[config.mk]
export PLATFORM = sky130hd
export DESIGN_NAME = posit_fault_responder
export DESIGN_NICKNAME = d
export VERILOG_FILES = /design/src/rtl/posit_fault_responder.sv
export SDC_FILE = /design/constraint.sdc
export NUM_CORES = 1
export LEC_CHECK = 0
export ABC_AREA = 1
export BUFFER_PORTS_ARGS = -buffer_cell sky130_fd_sc_hd__buf_4
export CAP_MARGIN = 10
export CORE_ASPECT_RATIO = 1.75
export CORE_MARGIN = 2
export CORE_UTILIZATION = 48
export CTS_CLUSTER_DIAMETER = 120
export DETAILED_ROUTE_END_ITERATION = 12
export PLACE_DENSITY = 0.83
export SYNTH_ARGS = -nofsm -noshare
export SYNTH_HDL_FRONTEND = slang
export SYNTH_SLANG_ARGS = --single-unit
[constraint.sdc]
create_clock -name clk -period 1.7 [get_ports clk]
set_input_delay 0 -clock clk [delete_from_list [all_inputs] [get_ports clk]]
set_output_delay 0 -clock clk [all_outputs]
set_load 0.005 [all_outputs]
[src/rtl/posit_fault_responder.sv]
// Fault responder for a reduced-precision posit adder: forwards clean sums and
// retries faulted ones on the full-width adder, flagging NaR when retries run out.
module posit_fault_responder #(
    parameter int FULL_NBITS = 32,
    parameter int MAX_RETRY  = 2,
    parameter int TIMEOUT    = 15
) (
    input  logic                  clk,
    input  logic                  rst,
    input  logic                  chk_valid,
    output logic                  chk_ready,
    input  logic                  chk_fault,
    input  logic [FULL_NBITS-1:0] chk_true_sum,
    output logic                  rc_req,
    input  logic                  rc_ack,
    input  logic [FULL_NBITS-1:0] rc_sum,
    output logic                  out_valid,
    input  logic                  out_ready,
    output logic [FULL_NBITS-1:0] out_sum,
    output logic                  out_corrected,
    output logic                  out_err,
    output logic [15:0]           fault_count,
    output logic                  busy
);

    localparam int AW = $clog2(MAX_RETRY + 2);
    localparam int TW = $clog2(TIMEOUT + 1);
    localparam logic [FULL_NBITS-1:0] NAR = {1'b1, {(FULL_NBITS-1){1'b0}}};

    typedef enum logic [1:0] {S_IDLE, S_REQ, S_GAP, S_OUT} state_t;

    state_t                state_q, state_d;
    logic [AW-1:0]         attempt_q;
    logic [TW-1:0]         wait_q;
    logic [15:0]           fault_cnt_q;
    logic [FULL_NBITS-1:0] true_q;
    logic [FULL_NBITS-1:0] out_sum_q;
    logic                  out_corr_q;
    logic                  out_err_q;
    logic                  out_valid_q;

    logic accept;
    logic rc_match;
    logic timed_out;
    logic attempt_fail;
    logic last_attempt;

    function automatic logic [15:0] sat_inc16(input logic [15:0] v);
        return (v == 16'hFFFF) ? v : v + 16'd1;
    endfunction

    assign accept       = (state_q == S_IDLE) && chk_valid;
    assign rc_match     = rc_ack && (rc_sum == true_q);
    assign timed_out    = (wait_q == TW'(TIMEOUT - 1));
    // An ack arriving on the expiry cycle is judged on its sum, never as a timeout.
    assign attempt_fail = (state_q == S_REQ) && !rc_match && (rc_ack || timed_out);
    assign last_attempt = (attempt_q >= AW'(MAX_RETRY));

    always_ff @(posedge clk) begin
        if (rst) state_q <= S_IDLE;
        else     state_q <= state_d;
    end

    always_comb begin
        state_d = state_q;
        case (state_q)
            S_IDLE: if (chk_valid) state_d = chk_fault ? S_REQ : S_OUT;
            S_REQ: begin
                if (rc_match)          state_d = S_OUT;
                else if (attempt_fail) state_d = last_attempt ? S_OUT : S_GAP;
            end
            S_GAP:  state_d = S_REQ;
            S_OUT:  if (out_ready) state_d = S_IDLE;
            default: state_d = S_IDLE;
        endcase
    end

    always_ff @(posedge clk) begin
        if (accept) true_q <= chk_true_sum;
    end

    always_ff @(posedge clk) begin
        if (rst) begin
            attempt_q   <= '0;
            wait_q      <= '0;
            fault_cnt_q <= '0;
            out_sum_q   <= '0;
            out_corr_q  <= 1'b0;
            out_err_q   <= 1'b0;
            out_valid_q <= 1'b0;
        end else begin
            out_valid_q <= (state_d == S_OUT);
            case (state_q)
                S_IDLE: begin
                    if (chk_valid && !chk_fault) begin
                        out_sum_q  <= chk_true_sum;
                        out_corr_q <= 1'b0;
                        out_err_q  <= 1'b0;
                    end else if (chk_valid) begin
                        attempt_q   <= AW'(1);
                        wait_q      <= '0;
                        fault_cnt_q <= sat_inc16(fault_cnt_q);
                    end
                end
                S_REQ: begin
                    if (rc_match) begin
                        out_sum_q  <= rc_sum;
                        out_corr_q <= 1'b1;
                        out_err_q  <= 1'b0;
                    end else if (attempt_fail) begin
                        wait_q <= '0;
                        if (last_attempt) begin
                            out_sum_q  <= NAR;
                            out_corr_q <= 1'b0;
                            out_err_q  <= 1'b1;
                        end
                    end else begin
                        wait_q <= wait_q + TW'(1);
                    end
                end
                S_GAP: begin
                    attempt_q <= attempt_q + AW'(1);
                    wait_q    <= '0;
                end
                default: ;
            endcase
        end
    end

    assign chk_ready     = (state_q == S_IDLE);
    assign rc_req        = (state_q == S_REQ);
    assign busy          = (state_q != S_IDLE);
    assign out_valid     = out_valid_q;
    assign out_sum       = out_sum_q;
    assign out_corrected = out_corr_q;
    assign out_err       = out_err_q;
    assign fault_count   = fault_cnt_q;

endmodule

==> metrics.txt <==
Rows=48; placed cell area=6354 µm²; Nets=1037; CTS tree=done; combinational family with the most area after synthesis=simple AND/OR/NAND/NOR gates; post-synthesis mux area share=0%; Multi-input gate area=approximately 2600 µm²; Final Hold Viols=0; chip width=79.78 µm; period utilization=134.5%; register-to-register setup slack=-0.59 ns; share of cells above drive strength 1=36.16%; core area=approximately 9800 µm²; number of synthesized flops with an enable pin=32; First DRT Iteration DRCs=752; post-route minimum period=approximately 2.3 ns; Worst Slack Setup Final=-0.5871 ns; maxcap violations=0; slew margin rel.=between 60% and 70%; async set-or-reset flop fraction in the synthesized netlist=0%; clock sinks=91; P&R area growth vs syn=62.26%; Die Y-Extent=around 140 µm; Synth Area in XOR/XNOR=around 1.5%; Synth Register Bits=91; Req. time, crit path=1.95 ns; Congestion Overflow GR=0; maximum vdd drop=0.6314 mV; Overall Global Routing Usage=between 30% and 40%; Post-Syn Area per Cell=roughly 6.8 µm²; CP Depth=11; CP max stage delay=~0.44 ns; violated checks=setup timing; overall routed net length=around 20 mm; Via Count=around 6000; Residual DRC=0; Least-Margin Pin Slew=0.4834 ns; crit path to=out_sum[19]; Mapped Nets=a little under 800; Synth Area in Simple Gates=between 30% and 40%; Worst-Skew Late Latency=between 0.3 and 0.4 ns; Setup-failing EPs final=between 40 and 50; Storage cell area=between 2000 and 2500 µm²; Mapped Area=4823 µm²; synth unique cells=31; Setup Skew=approximately 0.011 ns; post-synthesis compound-gate area fraction=7.601%; min-delay worst type=in2reg; diodes inserted=0; drt via density=about 5.5; Pleak=about 0.0040 µW; hpwl dp=between 10 and 15 mm; post-route antenna net violation count=0; worst r2r src=true_q[24]; cell area after layout=about 7800 µm²; Crit. End Element=flip-flop; Mapped Cells=714; largest net degree at the start of global routing=37; CTS Buf Count=9; die footprint=around 11000 µm²; initial core utilization=approximately half; RePlAce Congestion=0.9227; crit start category=flip-flop; crit-path cells=xnor2_1 -> nand2_1 -> nor2_1 -> nand2_2 -> nor2_4 -> nand2_2 -> nand3_4 -> nand2_4 -> clkbuf_16 -> nor2_1 -> nor2_1; YS warnings=0; Pwr Density=roughly 850 nW/µm²; Avg WL per Cell=18.15 µm; clock-pin slew on the worst setup and hold paths=roughly 0.070 ns; fmax=around 0.44 GHz; Worst Hold Margin=0.05841 ns; Fill cells=about 600; vias in the first global route=~5600; WP data arrival=~2.5 ns; Root Driver=clkbuf_16; r2r endpoint=out_sum[19]; Setup crit start=true_q[24]; CTS HTree Levels=3; status=finished with violations; CP max-delay cell=edfxtp_1; ys flop type=dfxtp_1; first-pass GRT wire length=roughly 25 mm; adder-cell area share of the yosys netlist=between 1 and 1.5%; register area share after synthesis=44.41%; most frequent CP cell=nor2_1; critical path type=reg2reg; most frequent cells in the layout=198 x buf_4, 185 x nand2_1, 116 x inv_1, 88 x nor2_1, 55 x dfxtp_1; Pins Over Slew Limit=0; maximum root-to-sink buffer count=2; # IOs=around 120; Max FO, Critical Path=5; cell family with most CP delay=simple AND/OR/NAND/NOR gates; DRT Pass-1 Iters=7; WP buf/inv=1; initial antenna violation count=0; commonest non-fill, non-tap cell in the layout=buf_4; unrepaired setup endpoints after global routing=true; worst r2r path cells=11; I/O Buffers=between 100 and 150
[sequential cells by signal, summed over array words and instances (netlist names)]
name and cells:
out_sum 32, attempt_q 2, true_q 32, state_q 2
wait_q 4, fault_count 16, out_err 1, out_corrected 1
out_valid 1
[kinds of logic (layout without fill, tap and decap cells)]
group	after synthesis	count (layout)
AND/OR/NAND/NOR	401	402
AO/OA/AOI/OAI	69	69
flip-flops	91	91
buffers and inverters	141	394
adder cells (fa/ha/maj)	4	4
XOR/XNOR	8	8
[cells in the mapped netlist, types with 4 or more instances]
cell,n,area share (%)
nand3_1,24,2.5
ha_1,4,1.0
nand2_1,231,18
or2_2,6,0.78
nor3_1,7,0.73
o21ai_0,41,4.3
inv_1,121,9.4
clkbuf_1,8,0.62
edfxtp_1,32,20
a211oi_1,4,0.62
dfxtp_1,59,24
xnor2_1,7,1.3
nand4_1,9,1.2
a21oi_1,21,2.2
nor2_1,114,8.9
[routing by layer]
layer / up-vias / track usage [%] / part of all wire [%]
met2: 452 / 55.00 / 49
met1: 2687 / 30.42 / 32
met3: 182 / 5.937 / 8.8
met5: - / 0 / 0
met4: 0 / 23.07 / 10
li1: 2689 / - / -
[where the power goes]
part	internal (µW)	total (µW)	switching, µW
combinational	962	2050	1090
sequential	2470	2600	134
clock	1030	2000	970
total	4470	6660	2190
[worst register-to-register path, stage by stage (launching register included)]
cell and delay [ns]:
edfxtp_1 0.44, xnor2_1 0.33, nand2_1 0.15, nor2_1 0.17, nand2_2 0.10, nor2_4 0.17
nand2_2 0.09, nand3_4 0.14, nand2_4 0.14, clkbuf_16 0.22, nor2_1 0.16, nor2_1 0.07
[worst min path at each step]
stage | from | to | slack, ns | cells past startpoint
6_report | rc_sum[11] | out_sum[11] | 0.06 | 5
5_1_grt | rc_sum[6] | out_sum[6] | 0.08 | 5
4_1_cts | rc_sum[0] | out_sum[0] | 0.01 | 5
3_5_place_dp | chk_true_sum[30] | true_q[30] | 0.19 | 1
3_3_place_gp | chk_true_sum[1] | true_q[1] | 0.19 | 1
2_1_floorplan | rst | state_q[1] | 0.08 | 1
[timing repair]
action	CTS	global route
setup buffers	7	18
setup endpoints to repair	40	55
endpoints found under the hold margin	54	0
pin swaps	13	26
gates resized for setup	43	108
hold buffers	37	0
gates cloned	2	6
[through the flow]
| stage | util (%) | setup slack (ns) | std cells | total power (µW) | setup TNS, ns |
|---|---|---|---|---|---|
| after floorplan | - | 0.06034 | 714 | 3337 | 0 |
| after global placement | 64.51 | -0.09203 | 1011 | 4013 | -2.309 |
| after detailed placement | 64.51 | -0.1572 | 1011 | 4055 | -4.246 |
| after CTS | 73.60 | -0.2223 | 1073 | 6241 | -7.408 |
| after global routing | 79.46 | -0.5907 | 1093 | 6922 | -21.27 |
| final | 79.46 | -0.5871 | 1093 | 6658 | -19.72 |
[final cells by class]
cell class | count | share of cell area [%]
timing repair buffer | 253 | 27.93
tap | 125 | 1.998
clock inverter | 7 | 0.8473
inverter | 125 | 6.107
sequential | 91 | 27.43
clock buffer | 9 | 2.878
multi-input combinational | 483 | 32.81
Power figures use the tool's default switching activity.
